--- src/rtl/codec_config_sequencer.sv ---
// Walks the audio-codec register-init table and hands one 24-bit write at a time to the I2C master,
// retrying NACKed or timed-out transfers before giving up with an error index.
module codec_config_sequencer #(
  parameter logic [7:0] DEV_ADDR    = 8'h34,
  parameter int         NUM_REGS    = 10,
  parameter int         MAX_RETRY   = 3,
  parameter int         TIMEOUT     = 20000,
  parameter int         STARTUP_DLY = 50000
) (
  input  logic        inClock,
  input  logic        rst,
  input  logic        start,
  output logic [23:0] i2c_data,
  output logic        i2c_go,
  input  logic        i2c_done,
  input  logic        i2c_ack,
  output logic        busy,
  output logic        cfg_done,
  output logic        cfg_error,
  output logic [3:0]  err_index
);

  localparam int DLY_W = (STARTUP_DLY < 2) ? 1 : $clog2(STARTUP_DLY + 1);
  localparam int TMO_W = (TIMEOUT < 2) ? 1 : $clog2(TIMEOUT + 1);
  localparam int RTY_W = (MAX_RETRY < 2) ? 1 : $clog2(MAX_RETRY + 1);

  // TIMEOUT spans go-to-retry-go, so the WAIT window is TIMEOUT-2 cycles (SEND and RETRY take one each).
  localparam logic [TMO_W-1:0] TMO_LAST = TMO_W'(TIMEOUT - 3);
  localparam logic [DLY_W-1:0] DLY_LAST = DLY_W'(STARTUP_DLY);
  localparam logic [RTY_W-1:0] RTY_MAX  = RTY_W'(MAX_RETRY);
  localparam logic [4:0]       IDX_LAST = 5'(NUM_REGS);

  typedef enum logic [3:0] {
    ST_IDLE,
    ST_DELAY,
    ST_LOAD,
    ST_SEND,
    ST_WAIT,
    ST_RETRY,
    ST_NEXT,
    ST_DONE,
    ST_ERROR
  } state_t;

  state_t            state_q, state_d;
  logic [DLY_W-1:0]  dly_q, dly_d;
  logic [TMO_W-1:0]  tmo_q, tmo_d;
  logic [RTY_W-1:0]  retry_q, retry_d;
  logic [4:0]        idx_q, idx_d;
  logic [23:0]       data_q, data_d;
  logic              busy_q, busy_d;
  logic              done_q, done_d;
  logic              error_q, error_d;
  logic [3:0]        errIdx_q, errIdx_d;

  // The closing "activate" write always sits right after the last table entry.
  function automatic logic [23:0] wordFor(input logic [4:0] idx);
    logic [6:0] regAddr;
    logic [8:0] regData;
    regAddr = 7'd0;
    regData = 9'h000;
    if (idx == IDX_LAST) begin
      regAddr = 7'd9;
      regData = 9'h001;
    end else begin
      case (idx)
        5'd0:    begin regAddr = 7'd15; regData = 9'h000; end
        5'd1:    begin regAddr = 7'd6;  regData = 9'h010; end
        5'd2:    begin regAddr = 7'd0;  regData = 9'h017; end
        5'd3:    begin regAddr = 7'd1;  regData = 9'h017; end
        5'd4:    begin regAddr = 7'd2;  regData = 9'h079; end
        5'd5:    begin regAddr = 7'd3;  regData = 9'h079; end
        5'd6:    begin regAddr = 7'd4;  regData = 9'h012; end
        5'd7:    begin regAddr = 7'd5;  regData = 9'h000; end
        5'd8:    begin regAddr = 7'd7;  regData = 9'h002; end
        5'd9:    begin regAddr = 7'd8;  regData = 9'h000; end
        default: begin regAddr = 7'd0;  regData = 9'h000; end
      endcase
    end
    return {DEV_ADDR, regAddr, regData};
  endfunction

  always_ff @(posedge inClock or negedge rst) begin
    if (!rst) begin
      state_q  <= ST_DELAY;
      dly_q    <= '0;
      tmo_q    <= '0;
      retry_q  <= '0;
      idx_q    <= '0;
      data_q   <= '0;
      busy_q   <= 1'b0;
      done_q   <= 1'b0;
      error_q  <= 1'b0;
      errIdx_q <= '0;
    end else begin
      state_q  <= state_d;
      dly_q    <= dly_d;
      tmo_q    <= tmo_d;
      retry_q  <= retry_d;
      idx_q    <= idx_d;
      data_q   <= data_d;
      busy_q   <= busy_d;
      done_q   <= done_d;
      error_q  <= error_d;
      errIdx_q <= errIdx_d;
    end
  end

  always_comb begin
    state_d  = state_q;
    dly_d    = dly_q;
    tmo_d    = tmo_q;
    retry_d  = retry_q;
    idx_d    = idx_q;
    data_d   = data_q;
    done_d   = done_q;
    error_d  = error_q;
    errIdx_d = errIdx_q;

    case (state_q)
      ST_IDLE, ST_DONE, ST_ERROR: begin
        if (start) begin
          state_d = ST_DELAY;
          dly_d   = '0;
          idx_d   = '0;
          done_d  = 1'b0;
          error_d = 1'b0;
        end
      end
      ST_DELAY: begin
        if (dly_q == DLY_LAST) state_d = ST_LOAD;
        else                   dly_d   = dly_q + 1'b1;
      end
      ST_LOAD: begin
        data_d  = wordFor(idx_q);
        retry_d = '0;
        state_d = ST_SEND;
      end
      ST_SEND: begin
        tmo_d   = '0;
        state_d = ST_WAIT;
      end
      // A done pulse on the final timeout cycle still wins over the timeout.
      ST_WAIT: begin
        tmo_d = tmo_q + 1'b1;
        if (i2c_done && i2c_ack)               state_d = ST_NEXT;
        else if (i2c_done || tmo_q == TMO_LAST) state_d = ST_RETRY;
      end
      ST_RETRY: begin
        if (retry_q < RTY_MAX) begin
          retry_d = retry_q + 1'b1;
          state_d = ST_SEND;
        end else begin
          errIdx_d = idx_q[3:0];
          error_d  = 1'b1;
          state_d  = ST_ERROR;
        end
      end
      ST_NEXT: begin
        if (idx_q == IDX_LAST) begin
          done_d  = 1'b1;
          state_d = ST_DONE;
        end else begin
          idx_d   = idx_q + 5'd1;
          state_d = ST_LOAD;
        end
      end
      default: state_d = ST_IDLE;
    endcase

    busy_d = !(state_d inside {ST_IDLE, ST_DONE, ST_ERROR});
  end

  assign i2c_go    = (state_q == ST_SEND);
  assign i2c_data  = data_q;
  assign busy      = busy_q;
  assign cfg_done  = done_q;
  assign cfg_error = error_q;
  assign err_index = errIdx_q;

endmodule

--- config.mk ---
export PLATFORM = sky130hd
export DESIGN_NAME = codec_config_sequencer
export DESIGN_NICKNAME = d
export VERILOG_FILES = /design/src/rtl/codec_config_sequencer.sv
export SDC_FILE = /design/constraint.sdc
export NUM_CORES = 1
export LEC_CHECK = 0
export CORE_AREA = 2 2 83 85
export CTS_CLUSTER_DIAMETER = 40
export DETAILED_ROUTE_END_ITERATION = 7
export DIE_AREA = 0 0 85 87
export GPL_TIMING_DRIVEN = 1
export MAX_ROUTING_LAYER = met4
export PLACE_DENSITY_LB_ADDON = 0.3
export SLEW_MARGIN = 20
export SYNTH_ARGS = -nofsm -noshare
export SYNTH_HDL_FRONTEND = slang
export SYNTH_SLANG_ARGS = --single-unit
--- constraint.sdc ---
create_clock -name inClock -period 4.7 [get_ports inClock]
set_clock_uncertainty 0.15 [all_clocks]
set_input_delay 0.47 -clock inClock [delete_from_list [all_inputs] [get_ports inClock]]
set_output_delay 0.47 -clock inClock [all_outputs]
set_load 0.1 [all_outputs]
== Yosys cells after proc, flatten, opt, wreduce, memory -nomap -nowiden ==
Memories as Yosys holds them, arrays and structs flattened.
Cells that the tools add are included.
Word-level totals
  bits in registers: 66
  ROM bits: 176
  bits of input ports: 5
  output and inout port bits: 32
  logic and storage cells: 78
  memories: 1
Memory list
  (name not given): words 16, width 11, read ports 1, clocked after memory_dff 0, write ports 0, RTL line 66  | case (idx)
Operators by class
  add/sub/neg operators: 4
  order comparisons: 1
  equality and inequality tests: 19
  multiplexer cells: 24
  bitwise gates (word level): 1
  reduce and logical (&&, ||, !) cells: 18
Operators with widths (number)
  $mux 16: 3
  $pmux 16 s2: 1
  $pmux 15 s2: 1
  $pmux 4 s7: 1
  $eq 4x3->1 const B: 5
  $mux 4: 5
  $add 16x1->16 const B: 1
  $eq 16x16->1 const B: 1
  $add 15x1->15 const B: 1
  $eq 15x15->1 const B: 1
  $ne 2x2->1 const B: 6
  $reduce_and 3->1: 4
  $mux 5: 2
  $pmux 5 s2: 1
  $reduce_bool 2->1: 5
  $mux 9: 1
  $eq 4x2->1 const B: 2
  $eq 4x4->1 const B: 2
  $logic_not 4->1: 2
  $mux 7: 1
  $add 5x1->5 const B: 1
  $eq 5x4->1 const B: 1
  $eq 4x1->1 const B: 1
  $pmux 1 s2: 2
  other kinds (13): 16

== Logic depth before layout (Yosys ltp) ==
  word-level depth: 8
  mapped depth: 7
  mapped depth without buffers: 6

== Worst setup path before layout ==
No wires, ideal clock.
  path kind: reg2reg
  start: register state_q[0]
  end: register tmo_q[11]
  library setup time: 0.129 ns
  arrival time: 2.339 ns
  required time: 4.421 ns
  slack: 2.082 ns
  stages on the path, launching flop included: 8
  path buffers: 2
  clock period less this slack: 2.618 ns
  path through: dfstp_2 -> buf_4 -> clkbuf_1 -> nand3_1 -> inv_1 -> nor2_1 -> o21ai_0 -> o31ai_1
On the way
  cells in the longest elaborated chain, start to end: 2
  elaborated cells between the ends (all ways): 4
  those cells by class: eq/ne: 2; mux: 1; reduce/logical: 1
Ends and longest elaborated chain
  from (decl): RTL line 45  | state_t state_q, state_d;
  from (signal assigned): RTL line 96  | state_q <= state_d;
  $eq 4x2->1 (*)
  net i2c_go: RTL line 14  | output logic i2c_go,
  $pmux 15 s2 or $reduce_bool 2->1 (tied branches)
  to (signal assigned): RTL line 98  | tmo_q <= tmo_d;
  to (decl): RTL line 47  | logic [TMO_W-1:0] tmo_q, tmo_d;
The timed path passes the listed nets; every way through them passes the cells marked *.
A chain may end at the register's enable or synchronous reset.

== Final worst setup path ==
  start: register state_q[1]
  end: output i2c_go
On the way
  cells in the longest elaborated chain, start to end: 1
Ends and longest elaborated chain
  $eq 4x2->1: RTL line 174  | assign i2c_go = (state_q == ST_SEND);
  to (decl): RTL line 14
No other way between the ends.

==> results.cfg <==
[status]
outcome = finished clean

[worst_setup_path]
crit_path_end_kind = primary output
worst-r2r-setup-slack_ps = 2160
cp_slowest_cell = clkdlybuf4s50_1
critical_path.max_fanout = 19
critical_path_class = flip-flop to primary output
startpoint_type = flip-flop
worst_ep_arrival_time_ps = 2790
critical_path.cell_chain = nand3_1 -> inv_1 -> clkdlybuf4s50_1
worst_path_max_stage_delay_ps = 1150
cp_data_required_time_ps = 4080

[cells_and_area]
n_antenna_cell = 0
net_total_in_the_final_layout = 398
fin_area_mm2 = 0.003944
flow.area_growth_from_synthesis_pct = 13.34
drive_above_1_share_pct = 8.333
multiInputGateArea_mm2 = 0.001798
seq_area_mm2 = 0.001478
fillers = 556

[sta]
final.hold.worst_slack_ps = 113.6
timing.final.setup_violations = 0
finalHoldViolations = 0
timing.setup.tns_ps = 0
fmaxAchievable_mhz = 293.0
final_min_period_ps = 3413
transition_at_the_pin_with_the_smallest_max_transition_slack_ps = 977.4
relSlewSlack_pct = 34.63
rsz0062_at_grt = no
fin_crit_sh_pct = 72.61
maxSlewViolCount = 0

[clock_tree]
holdBufCountCts = 0
post_cts.resized_instances = 0
cts.htree.levels = 3
tritoncts.num_buffers = 9
worst_skew_pair.late_latency_ps = 340
cts_root_buffer = clkbuf_8
clk_pin_slew_ps = 70
tritoncts_num_sinks = 59
cts_tree = yes
post-cts-setup-buffer-count = 0
clock_path_buffers = 2

[power_and_ir_drop]
clock_power_share_pct = 24.9
post-layout-total-power_w = 0.002267
pwr_density_cell_mw_per_mm2 = 574.9
power.switching_w = 0.001048
internal_pwr_total_w = 0.001220
irDropWorstVdd_uv = 650.7
sw_share_pct = 46.21
power_leakage_nw = 1.707
sequential_share_of_power_pct = 30.9
power.share.combinational_pct = 44.2

[floorplan]
num_io_pins = 37
start_util_pct = 52.97
die_area_mm2 = 0.007395
die_h_um = 87
placementRows = 30
core_area_mm2 = 0.006569
die_w_um = 85

[grt]
gr-total-overflow = 0
grt_usage_pct = 21.33
grt_pass1_wl_um = 12230
grt_antenna_before_repair = 0
number_of_global_route_vias_before_repair = 2617
pin_count_of_the_biggest_net_entering_global_routing = 60

[yosys]
synth_cells = 363
synth.distinct_cells = 59
yosysWarningCount = 0
yosysTopAreaCellShare_pct = 41.71
synth-seq-area-share_pct = 42.47
synth.area.top_cells = dfrtp_1 42%, ha_1 5.0%, nand2_1 4.6%, mux2i_1 3.7%, buf_4 3.2%
mappedNetlistArea_mm2 = 0.003480
postSynth.topFlopCell = dfrtp_1
postSynthAreaPerCell_um2 = 9.586
synthArstFlopShare_pct = 100.0
post_synth_edffs = 0
synth.largest_area_cell = dfrtp_1
postSynthRegisterBits = 59
synthTopCellsByCount = 58 x dfrtp_1, 43 x nand2_1, 22 x o21ai_0
synth_most_common_cell = dfrtp_1

[detailed_routing]
routed_wirelength_um = 7051
via_count = 2775
detail_route.iter0.violations = 216
detail_route.wl_per_cell_um = 15.20
viasPerCell = 5.981
detailedRoute.firstPassIterationCount = 4
detail_route.drc_violations = 0
drtAntennaViolNets = 0

[place]
port_buffers = 26
place_hpwl_um = 4787
dpl-instance-area_mm2 = 0.003702
global_placer_s_final_weighted_congestion = 0.8205

[flow_run]
maxCapViolCount = 0

[worst_hold_path]
timing.hold.worst.class = input pin to asynchronous set/reset pin
-- path summary, 6_finish.rpt --
path | start | to | depth (start not counted)
min in group inClock | tmo_q[14]$_DFFE_PN0P_ | tmo_q[14]$_DFFE_PN0P_ | 1
min reg2reg | tmo_q[14]$_DFFE_PN0P_ | tmo_q[14]$_DFFE_PN0P_ | 1
max in group asynchronous | rst | tmo_q[14]$_DFFE_PN0P_ | 2
min | rst | err_index[0]$_DFFE_PN0P_ | 2
max | state_q[1]$_DFF_PN0_ | i2c_go | 3
max reg2reg | state_q[0]$_DFF_PN1_ | dly_q[9]$_DFFE_PN0P_ | 5
-- sequential cells by signal (all words and copies together), names as in the netlist --
signal and count:
tmo_q 15, retry_q 2, dly_q 16, err_index 4, busy 1, cfg_error 1
idx_q 5, cfg_done 1, i2c_data 10, state_q 4
-- cell usage in the layout (no fill, tap or decap), types with 3 or more instances in the layout --
cell	count
a2111oi_0	3
a21oi_1	12
a22o_1	3
a31oi_1	5
and3_1	5
and4b_1	4
buf_4	3
bufinv_16	3
clkbuf_8	10
clkdlybuf4s50_1	25
conb_1	10
dfrtp_1	58
ha_1	14
inv_1	13
mux2_2	5
mux2i_1	13
nand2_1	43
nand2b_1	10
nand3_1	17
nand4_1	12
nor2_1	14
nor2b_1	5
nor3_1	3
nor4bb_1	3
o211ai_1	4
o21a_1	4
o21ai_0	22
o31ai_1	9
o41ai_1	3
or3_1	3
or4_1	6
-- cell families (layout without fill, tap and decap cells) --
logic type | count (synthesis) | after routing | share of synthesized area (%)
and+or+nand+nor | 147 | 147 | 25.13
AOI/OAI and AO/OA | 75 | 75 | 14.17
DFF | 59 | 59 | 42.47
buffers and inverters | 46 | 58 | 6.976
muxes | 18 | 18 | 5.358
adders and majority gates | 14 | 14 | 5.034
xor gates and xnor gates | 3 | 3 | 0.7553
other | 1 | 10 | 0.1078
-- critical path: cells and delay by family (launching register included) --
kind / cells / cell delay (ps)
buffers and inverters: 2 / 1330
flip-flops: 1 / 690
AND/OR/NAND/NOR: 1 / 440
-- layer usage --
metal  track usage [%]  vias to the layer above  wire (um)
met5                 -                        -          0
met3             4.171                       12        313
li1                  -                     1350          -
met2             32.46                       66       3359
met1             28.23                     1347       3240
met4             8.514                        0        138
-- area by class of cell --
class                           count  share of cell area [%]
Clock buffer                       11                   3.585
Sequential cell                    59                   37.47
Timing Repair Buffer               29                   7.043
Tap cell                           80                   2.538
Multi-Input combinational cell    267                   45.59
Inverter                           13                   1.237
Clock inverter                      5                   2.538
-- power groups by stage --
| stage | Clock (W) | Sequential, W | Combinational, W |
|---|---|---|---|
| 4_1_cts | 0.000577 | 0.000701 | 0.00101 |
| 6_report | 0.000563 | 0.000701 | 0.00100 |
| 3_5_place_dp | 0 | 0.000711 | 0.00100 |
| 3_3_place_gp | 0 | 0.000702 | 0.000985 |
| 5_1_grt | 0.000602 | 0.000720 | 0.00107 |
| 2_1_floorplan | 0 | 0.000980 | 0.000536 |
-- metrics by stage --
step	setup WS [ps]	util, %	std cells
6_report	1287	60.04	464
5_1_grt	1042	60.04	464
4_1_cts	1269	60.04	464
3_5_place_dp	1655	56.36	448
3_3_place_gp	1687	56.36	448
2_1_floorplan	2082	-	372
Note: power is estimated with default switching activity, not from simulation.
